==> src/rtl/i2c_pkg.sv <==
// Shared types for the I2C byte transmitter:
// FSM states, quarter-phase codes, bit-index width.
package i2c_pkg;

  typedef enum logic [2:0] {
    ST_IDLE,
    ST_START,
    ST_DATA,
    ST_ACK,
    ST_HOLD,
    ST_STOP
  } state_e;

  localparam logic [1:0] Q0 = 2'd0;
  localparam logic [1:0] Q1 = 2'd1;
  localparam logic [1:0] Q2 = 2'd2;
  localparam logic [1:0] Q3 = 2'd3;

  localparam int BIT_W = 3;
  typedef logic [BIT_W-1:0] bit_idx_t;

endpackage

==> src/rtl/i2c_qtick.sv <==
// SCL quarter-period timer: down-counter that
// ticks at zero and reloads on tick or restart.
module i2c_qtick #(
  parameter int CLK_DIV = 4
) (
  input  logic clk,
  input  logic rst_n,
  input  logic restart,
  output logic tick
);

  localparam int CW = (CLK_DIV > 1) ? $clog2(CLK_DIV) : 1;
  localparam logic [CW-1:0] RELOAD = CW'(CLK_DIV - 1);

  logic [CW-1:0] cnt_q;
  logic [CW-1:0] cnt_d;

  assign tick = (cnt_q == '0);

  always_comb begin
    cnt_d = cnt_q - CW'(1);
    if (restart || tick) cnt_d = RELOAD;
  end

  always_ff @(posedge clk or negedge rst_n) begin
    if (!rst_n) cnt_q <= '0;
    else        cnt_q <= cnt_d;
  end

endmodule

==> src/rtl/i2c_byte_tx.sv <==
// I2C master byte transmitter: START, MSB-first data,
// ACK sampling, then STOP or bus hold for the next byte.
module i2c_byte_tx
  import i2c_pkg::*;
#(
  parameter int CLK_DIV = 4
) (
  input  logic       clk,
  input  logic       rst_n,
  input  logic       tx_valid,
  output logic       tx_ready,
  input  logic [7:0] tx_data,
  input  logic       tx_last,
  output logic       scl,
  output logic       sda_o,
  input  logic       sda_i,
  output logic       byte_done,
  output logic       ack_err,
  output logic       busy
);

  state_e     state_q, state_d;
  logic [1:0] phase_q, phase_d;
  bit_idx_t   bit_q, bit_d;
  logic [7:0] data_q, data_d;
  logic       last_q, last_d;
  logic       ack_smp_q, ack_smp_d;
  logic       scl_q, scl_d;
  logic       sda_q, sda_d;
  logic       tx_ready_q, tx_ready_d;
  logic       busy_q, busy_d;
  logic       done_q, done_d;
  logic       err_q, err_d;

  logic tick;
  logic restart;
  logic accept;

  i2c_qtick #(
    .CLK_DIV (CLK_DIV)
  ) u_qtick (
    .clk     (clk),
    .rst_n   (rst_n),
    .restart (restart),
    .tick    (tick)
  );

  always_comb begin
    state_d   = state_q;
    phase_d   = phase_q;
    bit_d     = bit_q;
    data_d    = data_q;
    last_d    = last_q;
    ack_smp_d = ack_smp_q;
    scl_d     = scl_q;
    sda_d     = sda_q;
    done_d    = 1'b0;
    err_d     = err_q;
    accept    = tx_valid && tx_ready_q;

    unique case (state_q)
      ST_IDLE: begin
        scl_d = 1'b1;
        sda_d = 1'b1;
        if (accept) begin
          data_d  = tx_data;
          last_d  = tx_last;
          state_d = ST_START;
          phase_d = Q0;
        end
      end
      ST_START: begin
        if (tick) begin
          if (phase_q == Q0) begin
            sda_d   = 1'b0;
            phase_d = Q1;
          end else begin
            scl_d   = 1'b0;
            state_d = ST_DATA;
            phase_d = Q0;
            bit_d   = bit_idx_t'(7);
          end
        end
      end
      ST_DATA: begin
        if (tick) begin
          phase_d = phase_q + 2'd1;
          unique case (phase_q)
            Q0: sda_d = data_q[bit_q];
            Q1: scl_d = 1'b1;
            Q2: begin end
            Q3: begin
              scl_d = 1'b0;
              if (bit_q == '0) state_d = ST_ACK;
              else             bit_d   = bit_q - bit_idx_t'(1);
            end
          endcase
        end
      end
      ST_ACK: begin
        if (tick) begin
          phase_d = phase_q + 2'd1;
          unique case (phase_q)
            Q0: sda_d     = 1'b1;
            Q1: scl_d     = 1'b1;
            Q2: ack_smp_d = sda_i;
            Q3: begin
              scl_d   = 1'b0;
              done_d  = 1'b1;
              err_d   = ack_smp_q;
              state_d = (ack_smp_q || last_q) ? ST_STOP : ST_HOLD;
            end
          endcase
        end
      end
      ST_HOLD: begin
        // bus parked with scl low; next byte continues without START
        if (accept) begin
          data_d  = tx_data;
          last_d  = tx_last;
          state_d = ST_DATA;
          phase_d = Q0;
          bit_d   = bit_idx_t'(7);
        end
      end
      ST_STOP: begin
        if (tick) begin
          phase_d = phase_q + 2'd1;
          unique case (phase_q)
            Q0: sda_d = 1'b0;
            Q1: scl_d = 1'b1;
            default: begin
              sda_d   = 1'b1;
              state_d = ST_IDLE;
              phase_d = Q0;
            end
          endcase
        end
      end
      default: state_d = ST_IDLE;
    endcase

    tx_ready_d = (state_d == ST_IDLE) || (state_d == ST_HOLD);
    busy_d     = (state_d != ST_IDLE);
    restart    = (state_d != state_q);
  end

  always_ff @(posedge clk or negedge rst_n) begin
    if (!rst_n) begin
      state_q    <= ST_IDLE;
      phase_q    <= Q0;
      bit_q      <= '0;
      data_q     <= '0;
      last_q     <= 1'b0;
      ack_smp_q  <= 1'b0;
      scl_q      <= 1'b1;
      sda_q      <= 1'b1;
      tx_ready_q <= 1'b0;
      busy_q     <= 1'b0;
      done_q     <= 1'b0;
      err_q      <= 1'b0;
    end else begin
      state_q    <= state_d;
      phase_q    <= phase_d;
      bit_q      <= bit_d;
      data_q     <= data_d;
      last_q     <= last_d;
      ack_smp_q  <= ack_smp_d;
      scl_q      <= scl_d;
      sda_q      <= sda_d;
      tx_ready_q <= tx_ready_d;
      busy_q     <= busy_d;
      done_q     <= done_d;
      err_q      <= err_d;
    end
  end

  assign tx_ready  = tx_ready_q;
  assign scl       = scl_q;
  assign sda_o     = sda_q;
  assign byte_done = done_q;
  assign ack_err   = err_q;
  assign busy      = busy_q;

endmodule

==> config.mk <==
export PLATFORM = sky130hd
export DESIGN_NAME = i2c_byte_tx
export DESIGN_NICKNAME = d
export VERILOG_FILES = /design/src/rtl/i2c_pkg.sv /design/src/rtl/i2c_qtick.sv /design/src/rtl/i2c_byte_tx.sv
export SDC_FILE = /design/constraint.sdc
export NUM_CORES = 1
export LEC_CHECK = 0
export BUFFER_PORTS_ARGS = -buffer_cell sky130_fd_sc_hd__buf_4
export CORE_MARGIN = 2
export CORE_UTILIZATION = 55
export CTS_BUF_LIST = sky130_fd_sc_hd__clkbuf_4 sky130_fd_sc_hd__clkbuf_8 sky130_fd_sc_hd__clkbuf_16
export CTS_CLUSTER_SIZE = 8
export DETAILED_ROUTE_END_ITERATION = 8
export PLACE_DENSITY = 0.76
export SLEW_MARGIN = 20
export SYNTH_ARGS = -nofsm -noshare
export SYNTH_HDL_FRONTEND = slang
export SYNTH_SLANG_ARGS = --single-unit
==> constraint.sdc <==
create_clock -name clk -period 2.2 [get_ports clk]
set_input_delay 0.33 -clock clk [delete_from_list [all_inputs] [get_ports clk]]
set_output_delay 0.33 -clock clk [all_outputs]
set_load 0.02 [all_outputs]
==> results of run 1 <==
==> per-stage QoR <==
| stage | hold slack (ns) | cell area (µm²) |
|---|---|---|
| 6_report | 0.224 | 1680 |
| 5_1_grt | 0.215 | 1680 |
| 4_1_cts | 0.218 | 1680 |
| 3_5_place_dp | 0.261 | 1630 |
| 3_3_place_gp | 0.249 | 1630 |
| 2_1_floorplan | 0.0344 | 1470 |
==> layout make-up <==
type	count	area [µm²]
Timing Repair Buffer	22	168
Clock buffer	4	36.3
Sequential cell	26	653
Multi-Input combinational cell	92	736
Tap cell	30	37.5
Fill cell	187	825
Inverter	12	45.0
==> state kept, by name (all words and copies together), names as in the netlist <==
register and flops:
data_q 8, bit_q 3, state_q 3, phase_q 2, u_qtick.cnt_q 2, ack_err 1
ack_smp_q 1, busy 1, byte_done 1, last_q 1, scl 1, sda_o 1
tx_ready 1
==> cell usage after synthesis, drive strengths merged, types with 2 or more instances <==
master	number	area share [%]
a211oi	2	1.0
inv	12	3.1
o22ai	4	1.7
o21ai	2	0.68
or3	2	0.85
nand3	3	1.0
nor2	2	0.51
ha	8	6.8
nand2b	5	2.1
a21oi	6	2.3
buf	6	2.1
mux4	2	3.1
mux2	14	11
nor2b	4	1.7
or3b	2	1.2
o211ai	3	1.5
nand2	12	3.1
dfstp	2	3.6
nand4	2	0.85
dfrtp	24	41
a31oi	2	0.85
a32oi	2	1.2
==> critical path: cells and delay by family, from the launching register on <==
family          cells  cell delay [ns]
mux                 1             0.34
simple gates        1             0.45
compound gates      2             0.32
flops               1             0.46
fa+ha+maj           1             0.30
buf+inv             1             0.11
==> power by group <==
group	internal, µW	switching, µW
logic	513	511
clock network	101	140
registers	706	206
==> how the worst max path moves through the flow <==
stage / slack (ns) / start / cells after the start / end
3_3_place_gp: 0.24 / phase_q[0]$_DFFE_PN0P_ / 6 / bit_q[1]$_DFFE_PN0P_
2_1_floorplan: 0.37 / phase_q[0]$_DFFE_PN0P_ / 6 / bit_q[0]$_DFFE_PN0P_
4_1_cts: 0.13 / phase_q[0]$_DFFE_PN0P_ / 6 / bit_q[1]$_DFFE_PN0P_
6_report: 0.12 / phase_q[0]$_DFFE_PN0P_ / 6 / bit_q[1]$_DFFE_PN0P_
5_1_grt: 0.01 / phase_q[0]$_DFFE_PN0P_ / 6 / bit_q[1]$_DFFE_PN0P_
3_5_place_dp: 0.16 / phase_q[0]$_DFFE_PN0P_ / 6 / bit_q[1]$_DFFE_PN0P_
==> cells by family (layout without fill, tap and decap cells) <==
family / after synthesis / after routing
AOI/OAI and AO/OA: 27 / 27
adders and majority gates: 8 / 8
and+or+nand+nor: 40 / 40
muxes: 17 / 17
DFF: 26 / 26
buffers and inverters: 18 / 38
==> timing repair <==
action / 4_1_cts / 5_1_grt
endpoints found under the hold margin: 24 / 0
hold buffers: 1 / 0
resized for setup: 0 / 0
==> per-layer routing <==
| layer | vias to the layer above | GRT usage, % |
|---|---|---|
| met5 | - | 0 |
| met4 | 0 | 6.62 |
| met3 | 6 | 3.26 |
| met2 | 38 | 34.0 |
| met1 | 543 | 31.7 |
| li1 | 531 | - |
==> cells in the final DEF (no fill, tap or decap), drive strengths merged, types with 3 or more instances in the layout <==
cell type  count
dfrtp         24
buf           21
mux2          14
inv           12
nand2         12
ha             8
a21oi          6
nand2b         5
nor2b          4
o22ai          4
clkbuf         4
nand3          3
o211ai         3
==> impl_metrics.csv, run 1 <==
group,metric,value,unit
yosys,yosysUniqueCellTypes,41,
layout,instances_no_fill,186,
power_and_ir_drop,p_total,2180,µW
layout,drive_above_1_share,26.9,%
yosys,synth_edf_count,0,
detailed_routing,vias,1118,
yosys,ys_warn_count,0,
hold_path,min_path_type,"in -> reg",
yosys,synth-simple-area-share,15.7,%
placement,gp_congestion,0.832,
worst_setup_path,crit_type,"reg -> reg",
worst_setup_path,worst_r2r_endpoint,"bit_q[1]$_DFFE_PN0P_",
yosys,ys_ff_latch,26,
detailed_routing,postRouteWirelength,3.03,mm
detailed_routing,met2_wirelength,1.45,mm
hold_path,hold_path_depth,2,
detailed_routing,dr_wl_met3,141,µm
layout,postLayoutCoreUtil,67.0,%
yosys,synthMuxAreaShare,14.5,%
detailed_routing,routedWlPerCell,16.3,µm
floorplan,core,0.00250,mm²
worst_setup_path,cp-end-kind,"flip-flop",
clock_network,cts.path.max_buffers,2,
timing,rsz0062_at_grt,"no",
detailed_routing,vias_per_cell,6.01,
worst_setup_path,crit_path_cell_trace,"inv_1 -> ha_1 -> or3b_1 -> a21oi_2 -> o22ai_1 -> mux2_1",
detailed_routing,drtAntennaViolNets,0,
yosys,postSynthAreaPerCell,10.8,µm²
worst_setup_path,critical-path-max-stage-delay,0.46,ns
worst_setup_path,cp.required,2.41,ns
timing,tns,0,ns
timing,worst_slew_pin_slew,0.414,ns
yosys,synth-xor-area-share,0,%
global_route,grt_max_degree,27,
clock_network,cts_tree,"built",
layout,fin_nets,178,
global_route,grt_pass1_wl,5.31,mm
placement,hpwlAfterDp,2.29,mm
timing,min_period,2.08,ns
worst_setup_path,start_kind,"flip-flop",
outcome,status,"finished clean",
yosys,synth_top_family_by_area,"simple AND/OR/NAND/NOR gates",
timing,slew_viol_final,0,
clock_network,clk_pin_slew,0.15,ns
placement,port_buffers,18,
layout,synthToLayoutAreaGrowth,14.3,%
yosys,async_flop_share,100,%
detailed_routing,drt_iter0_markers,29,
clock_network,clk_latency,0.32,ns
floorplan,std_cell_rows,18,
hold_path,whs_endpoint,"ack_smp_q$_DFFE_PN0P_",
detailed_routing,routed.top_layer,"met4",
worst_setup_path,arrival,2.28,ns
timing,worst_slack,0.123,ns
detailed_routing,m1WireLength,1.38,mm
floorplan,die_h,55.6,µm
hold_path,hp-start,"sda_i",
clock_network,cts_buffers,3,
floorplan,dieArea,0.00309,mm²
floorplan,initial_core_util,58.6,%
yosys,synth_fa_ha_area_share,6.83,%
floorplan,io_pins,19,
power_and_ir_drop,vdd_drop_max,0.902,mV
clock_network,cts.sinks,26,
clock_network,root_buffer,"clkbuf_4",
global_route,antenna_found_initial,0,
yosys,synth_compound_area_share,13.2,%
timing,slew_headroom,72.4,%
yosys,syn_inst,136,
worst_setup_path,r2r_slack,0.12,ns
detailed_routing,drc,0,
yosys,syn-cell-area,0.00147,mm²
global_route,grt.total_usage,21.9,%
placement,dpl.cell_count,181,
clock_network,postCtsSetupRepairBufs,0,
worst_setup_path,worstReg2RegStart,"phase_q[0]$_DFFE_PN0P_",
global_route,grt-ovfl-total,0,
worst_setup_path,crit_fanout,8,
power_and_ir_drop,p_per_area,1300,mW/mm²
floorplan,die_w,55.6,µm
timing,setup_violations,0,
yosys,synth-main-ff-cell,"dfrtp_1",
worst_setup_path,rr_worst_depth,6,
run,cap_violations,0,
global_route,grt_pass1_vias,1071,
timing,hold_viol_final,0,
placement,preCtsSetupSlack,0.160,ns
timing,finalCritPeriodShare,94.4,%
layout,num_antenna_cells,0,
power_and_ir_drop,p_leak,0.000777,µW
clock_network,cts_max_level,1,
yosys,synth_fp_nets,157,
timing,timing.fmax,482,MHz
worst_setup_path,cpMaxStageDelayCell,"dfrtp_1",
detailed_routing,dr.pass1.iters,4,
yosys,ys_seq_area_share,44.6,%
timing,clock_skew,0.0128,ns
Power figures use the tool's default switching activity.
==> inputs of run 2 (changes only) <==
--- a/config.mk
+++ b/config.mk
@@ -9,10 +9,11 @@
 export CORE_MARGIN = 2
 export CORE_UTILIZATION = 55
 export CTS_BUF_LIST = sky130_fd_sc_hd__clkbuf_4 sky130_fd_sc_hd__clkbuf_8 sky130_fd_sc_hd__clkbuf_16
-export CTS_CLUSTER_SIZE = 8
+export CTS_CLUSTER_SIZE = 12
 export DETAILED_ROUTE_END_ITERATION = 8
 export PLACE_DENSITY = 0.76
 export SLEW_MARGIN = 20
 export SYNTH_ARGS = -nofsm -noshare
 export SYNTH_HDL_FRONTEND = slang
+export SYNTH_HIERARCHICAL = 1
 export SYNTH_SLANG_ARGS = --single-unit
==> run 2 against run 1 <==
Net effect: cell area grew 1.1%; setup slack gained 0.025 ns; register-to-register slack gained 0.03 ns; largest power group unchanged.
==> impl_metrics.csv, run 2 <==
group,metric,value,unit
outcome,status,"finished clean",
clock_network,cts_tree,"built",
placement,placed_area,0.00165,mm²
yosys,async_flop_share,100,%
layout,postLayoutCoreUtil,67.2,%
worst_setup_path,cpMaxStageDelayCell,"a2111oi_0",
detailed_routing,postRouteWirelength,2.92,mm
worst_setup_path,worstReg2RegStart,"u_qtick/cnt_q[0]$_DFF_PN0_",
floorplan,die_h,56.1,µm
detailed_routing,drtAntennaViolNets,0,
yosys,synth_top_family_by_area,"simple AND/OR/NAND/NOR gates",
floorplan,io_pins,19,
worst_setup_path,cp-end-kind,"flip-flop",
global_route,grt_pass1_wl,5.18,mm
worst_setup_path,arrival,2.28,ns
global_route,grt.total_usage,20.7,%
global_route,grt-ovfl-total,0,
worst_setup_path,start_kind,"flip-flop",
detailed_routing,drt_iter0_markers,29,
global_route,grtUsageMet2,32.8,%
timing,min_period,2.05,ns
global_route,grt_max_degree,27,
worst_setup_path,worst_r2r_endpoint,"u_qtick/cnt_q[0]$_DFF_PN0_",
placement,gp_congestion,0.934,
yosys,ys_warn_count,6,
yosys,ys_ff_latch,26,
yosys,synth-main-ff-cell,"dfrtp_1",
layout,drive_above_1_share,27.6,%
timing,slew_headroom,71.1,%
hold_path,hp-start,"tx_last",
clock_network,cts.sinks,26,
layout,largest_register,"data_q",
global_route,grtUsageMet3,2.79,%
layout,nFillCells,211,
layout,synthToLayoutAreaGrowth,13.7,%
yosys,synth-xor-area-share,0.588,%
hold_path,min_path_type,"in -> reg",
layout,reg_top3,"data_q (8), bit_q (3), state_q (3)",
timing,clock_skew,0.00857,ns
yosys,synth_top_area_share,40.3,%
clock_network,cts.path.max_buffers,2,
yosys,synth_fp_nets,156,
global_route,grt_pass1_vias,1095,
timing,worst_slew_pin_slew,0.433,ns
clock_network,cts_max_level,1,
yosys,synthTopCellsByArea,"dfrtp_1 40%, mux2_2 9.1%, ha_1 5.9%",
worst_setup_path,crit_type,"reg -> reg",
layout,num_antenna_cells,0,
yosys,synthTopCellsByCount,"24 x dfrtp_1, 12 x mux2_2, 11 x inv_1",
worst_setup_path,crit_fanout,14,
timing,timing.fmax,487,MHz
global_route,busiest_layer,"met2",
floorplan,core,0.00252,mm²
timing,finalCritPeriodShare,93.2,%
yosys,synthMuxAreaShare,15.4,%
yosys,synth_edf_count,0,
clock_network,clk_pin_slew,0.14,ns
worst_setup_path,r2r_slack,0.15,ns
timing,tns,0,ns
detailed_routing,dr.pass1.iters,4,
timing,setup_violations,0,
power_and_ir_drop,p_per_area,1260,mW/mm²
yosys,postSynthAreaPerCell,11.0,µm²
detailed_routing,drc,0,
clock_network,cts_buffers,3,
run,cap_violations,0,
layout,final_common_cell,"dfrtp_1",
yosys,yosys.area.top_type,"dfrtp_1",
detailed_routing,vias,1108,
worst_setup_path,critical-path-max-stage-delay,0.43,ns
yosys,syn-cell-area,0.00149,mm²
yosys,synth_fa_ha_area_share,5.88,%
worst_setup_path,crit_path_cell_trace,"inv_1 -> ha_1 -> nand2_1 -> o311ai_2 -> a2111oi_0 -> a21oi_1 -> or3b_1",
detailed_routing,routedWlPerCell,15.7,µm
clock_network,root_buffer,"clkbuf_4",
layout,design_area,0.00169,mm²
floorplan,initial_core_util,59.1,%
layout,fin_nets,177,
timing,hold_viol_final,0,
power_and_ir_drop,vdd_drop_max,0.758,mV
global_route,antenna_found_initial,0,
worst_setup_path,cp.required,2.42,ns
global_route,grt_util_met1,29.1,%
layout,largest_reg_flops,8,
clock_network,clk_latency,0.33,ns
floorplan,die_w,56.1,µm
placement,port_buffers,18,
worst_setup_path,crit_end,"u_qtick/cnt_q[0]$_DFF_PN0_",
worst_setup_path,rr_worst_depth,7,
yosys,synthMostInstantiatedCell,"dfrtp_1",
yosys,synth-simple-area-share,15.5,%
timing,rsz0062_at_grt,"no",
yosys,ys_seq_area_share,43.8,%
floorplan,std_cell_rows,18,
yosys,syn_inst,136,
floorplan,dieArea,0.00314,mm²
clock_network,postCtsSetupRepairBufs,0,
detailed_routing,vias_per_cell,5.96,
power_and_ir_drop,p_total,2130,µW
placement,hpwlAfterDp,2.20,mm
timing,slew_viol_final,0,
layout,final_cell_mix,"24 x dfrtp_1, 21 x buf_4, 12 x mux2_2, 11 x inv_1, 9 x o21ai_0",
power_and_ir_drop,p_leak,0.000779,µW
yosys,yosysUniqueCellTypes,45,
worst_setup_path,critPathLaunch,"u_qtick/cnt_q[0]$_DFF_PN0_",
yosys,synth_compound_area_share,13.6,%
[run 2: routing by layer]
metal / vias up / routed length, µm
li1: 534 / -
met1: 534 / 1360
met2: 34 / 1390
met3: 6 / 121
met4: 0 / 42
met5: - / 0
[run 2: layout make-up]
type	count	area (µm²)	area share (%)
multi-input cells	93	764	45.1
well taps	30	37.5	2.22
clock buffers	4	30.0	1.77
repair buffers	22	168	9.90
flip-flops and latches	26	653	38.6
inverters	11	41.3	2.44
[run 2: worst min-delay path by stage]
stage | to | slack [ns] | depth (start not counted)
finish | last_q$_DFFE_PN0P_ | 0.22 | 2
global route | ack_smp_q$_DFFE_PN0P_ | 0.21 | 2
CTS | last_q$_DFFE_PN0P_ | 0.22 | 2
detailed placement | u_qtick/cnt_q[0]$_DFF_PN0_ | 0.26 | 1
global placement | u_qtick/cnt_q[0]$_DFF_PN0_ | 0.25 | 1
floorplan | ack_err$_DFFE_PN0P_ | 0.03 | 0
[run 2: worst max-delay path: cells and delay by family, from the launching register on]
family	cells	cell delay, ns
flops	1	0.37
fa+ha+maj	1	0.34
simple gates	2	0.54
buf+inv	1	0.04
compound gates	3	0.65
[run 2: per-stage QoR]
step,cells,worst slack (ns),hold slack (ns)
finish,186,0.149,0.222
CTS,186,0.0944,0.224
global route,186,0.0354,0.212
floorplan,136,0.354,0.0344
global placement,181,0.171,0.250
detailed placement,181,0.118,0.259
[run 2: repair_timing]
| item | 4_1_cts | 5_1_grt |
|---|---|---|
| endpoints found under the hold margin | 24 | 0 |
| resized for setup | 0 | 1 |
| hold buffers | 1 | 0 |
| endpoints found under the setup margin | 0 | 2 |
[run 2: cells by family after synthesis]
| group | after synthesis |
|---|---|
| DFF | 26 |
| adders and majority gates | 7 |
| AOI/OAI and AO/OA | 31 |
| xor gates and xnor gates | 1 |
| muxes | 18 |
| buffers and inverters | 17 |
| and+or+nand+nor | 36 |
[run 2: where the power goes]
part / internal, µW / switching (µW)
sequential: 690 / 184
clock: 83.4 / 139
combinational: 531 / 499
total: 1300 / 823
==> inputs of run 3 (changes only) <==
--- a/config.mk
+++ b/config.mk
@@ -7,11 +7,10 @@
 export LEC_CHECK = 0
 export BUFFER_PORTS_ARGS = -buffer_cell sky130_fd_sc_hd__buf_4
 export CORE_MARGIN = 2
-export CORE_UTILIZATION = 55
+export CORE_UTILIZATION = 40
 export CTS_BUF_LIST = sky130_fd_sc_hd__clkbuf_4 sky130_fd_sc_hd__clkbuf_8 sky130_fd_sc_hd__clkbuf_16
 export CTS_CLUSTER_SIZE = 12
 export DETAILED_ROUTE_END_ITERATION = 8
-export PLACE_DENSITY = 0.76
 export SLEW_MARGIN = 20
 export SYNTH_ARGS = -nofsm -noshare
 export SYNTH_HDL_FRONTEND = slang
==> constraint.sdc (replaced) <==
create_clock -name clk -period 2.2 [get_ports clk]
set_input_delay 0.33 -clock clk [delete_from_list [all_inputs] [get_ports clk]]
set_output_delay 0.33 -clock clk [all_outputs]
set_load 0.01 [all_outputs]
==> run 3 against run 2 <==
Net effect: routed wire length up 8.4%; count of clock-buffer cells in the layout unchanged; cell area grew 3.8%; clock power rose by 41%; die area rose by 35%; via count up 2.7%; first-iteration DRC count is 21% lower; register-to-register slack barely moved; critical path depth down 1; sequential power is 1% lower; largest cell class unchanged; largest power group unchanged.
==> impl_metrics.csv, run 3 (synthesis results as in run 2) <==
group,metric,value,unit
placement,port_buffers,18,
timing,worst_slack,0.157,ns
layout,final_common_cell,"dfrtp_1",
clock_network,postCtsSetupRepairBufs,0,
timing,worst_slew_pin_slew,0.423,ns
timing,slew_headroom,71.8,%
global_route,grt_pass1_wl,5.63,mm
timing,min_period,2.04,ns
detailed_routing,drtAntennaViolNets,0,
global_route,grt_pass1_vias,1199,
timing,setup_violations,0,
timing,hold_viol_final,0,
floorplan,initial_core_util,41.0,%
detailed_routing,vias_per_cell,5.55,
layout,reg_top3,"data_q (8), bit_q (3), state_q (3)",
worst_setup_path,crit_buf_inv,1,
power_and_ir_drop,p_per_area,1260,mW/mm²
clock_network,clk_latency,0.27,ns
clock_network,cts.path.max_buffers,2,
layout,multi_input_area,773,µm²
floorplan,dieArea,0.00423,mm²
global_route,antenna_found_initial,0,
detailed_routing,drc,0,
worst_setup_path,cp.depth,6,
global_route,grt-ovfl-total,0,
floorplan,std_cell_rows,22,
detailed_routing,dr.pass1.iters,4,
detailed_routing,vias,1138,
clock_network,cts_max_level,1,
placement,hpwlAfterDp,2.31,mm
layout,final_cell_mix,"24 x dfrtp_1, 22 x buf_4, 12 x mux2_2, 11 x inv_1, 9 x o21ai_0",
worst_setup_path,cp.required,2.36,ns
worst_setup_path,rr_worst_depth,6,
clock_network,cts_buffers,3,
worst_setup_path,cpMaxStageDelayCell,"dfrtp_1",
timing,rsz0062_at_grt,"no",
floorplan,die_w,65.0,µm
hold_path,hold_path_depth,2,
worst_setup_path,crit_type,"reg -> reg",
layout,fin_nets,178,
clock_network,clk_pin_slew,0.09,ns
layout,largest_register,"data_q",
timing,clock_skew,0.00289,ns
layout,synthToLayoutAreaGrowth,18.0,%
outcome,status,"finished clean",
floorplan,die_h,65.0,µm
worst_setup_path,critical-path-max-stage-delay,0.43,ns
timing,slew_viol_final,0,
hold_path,min_path_type,"in -> reg",
worst_setup_path,crit_path_cell_trace,"inv_1 -> ha_1 -> o311ai_2 -> a2111oi_2 -> a21oi_1 -> or3b_1",
placement,gp_congestion,0.785,
run,cap_violations,0,
layout,nFillCells,359,
timing,tns,0,ns
layout,drive_above_1_share,29.3,%
detailed_routing,postRouteWirelength,3.16,mm
worst_setup_path,cp-end-kind,"flip-flop",
clock_network,cts.sinks,26,
global_route,grt_max_degree,27,
floorplan,core,0.00363,mm²
layout,largest_reg_flops,8,
detailed_routing,routedWlPerCell,15.4,µm
layout,postLayoutCoreUtil,48.4,%
worst_setup_path,critical-path-top-delay-family,"compound AO/OA/AOI/OAI gates",
layout,seq_area,653,µm²
global_route,grt.total_usage,17.3,%
detailed_routing,drt_iter0_markers,23,
power_and_ir_drop,p_leak,0.000794,µW
power_and_ir_drop,vdd_drop_max,0.766,mV
timing,finalCritPeriodShare,92.9,%
worst_setup_path,r2r_slack,0.16,ns
clock_network,root_buffer,"clkbuf_8",
worst_setup_path,crit_fanout,7,
worst_setup_path,start_kind,"flip-flop",
timing,timing.fmax,490,MHz
worst_setup_path,arrival,2.20,ns
layout,num_antenna_cells,0,
floorplan,io_pins,19,
clock_network,cts_tree,"built",
placement,preCtsSetupSlack,0.0608,ns
==> run 3: power by group <==
| part | total [µW] | switching (µW) | internal, µW | leakage, µW |
|---|---|---|---|---|
| clock | 315 | 154 | 160 | 0.0000288 |
| combinational | 1030 | 491 | 544 | 0.000451 |
| sequential | 864 | 173 | 691 | 0.000315 |
| total | 2210 | 818 | 1400 | 0.000794 |
==> run 3: through the flow <==
step	std cells	total power, µW	hold slack [ns]	instance area [µm²]
floorplan	136	1610	0.0344	1490
global placement	200	1840	0.252	1680
detailed placement	200	1890	0.258	1680
CTS	205	2210	0.279	1740
global route	205	2420	0.271	1760
finish	205	2210	0.281	1760
==> run 3: layer usage <==
metal	up-vias	track usage (%)	part of all wire (%)
li1	535	-	-
met1	566	23.5	47
met2	30	27.3	47
met3	7	3.65	4.0
met4	0	6.25	1.6
met5	-	0	0
==> run 3: layout make-up <==
type | instances | area share (%)
inverters | 11 | 2.35
clock buffers | 4 | 3.13
multi-input cells | 93 | 44.0
flip-flops and latches | 26 | 37.2
well taps | 48 | 3.42
repair buffers | 23 | 9.96
==> run 3: worst paths after layout <==
| check | start | endpoint |
|---|---|---|
| worst max-delay path | phase_q[0]$_DFFE_PN0P_ | u_qtick/cnt_q[1]$_DFF_PN0_ |
| worst min-delay path | sda_i | ack_smp_q$_DFFE_PN0P_ |
| worst max register to register | phase_q[0]$_DFFE_PN0P_ | u_qtick/cnt_q[1]$_DFF_PN0_ |
| worst min register to register | scl$_DFFE_PN1P_ | scl$_DFFE_PN1P_ |
| max in group asynchronous | rst_n | sda_o$_DFFE_PN1P_ |
| min in group asynchronous | rst_n | ack_smp_q$_DFFE_PN0P_ |
==> run 3: what timing repair did <==
item,in CTS,in global routing
hold buffers,1,0
resized for setup,0,4
setup endpoints to repair,0,2
hold endpoints to repair,24,0
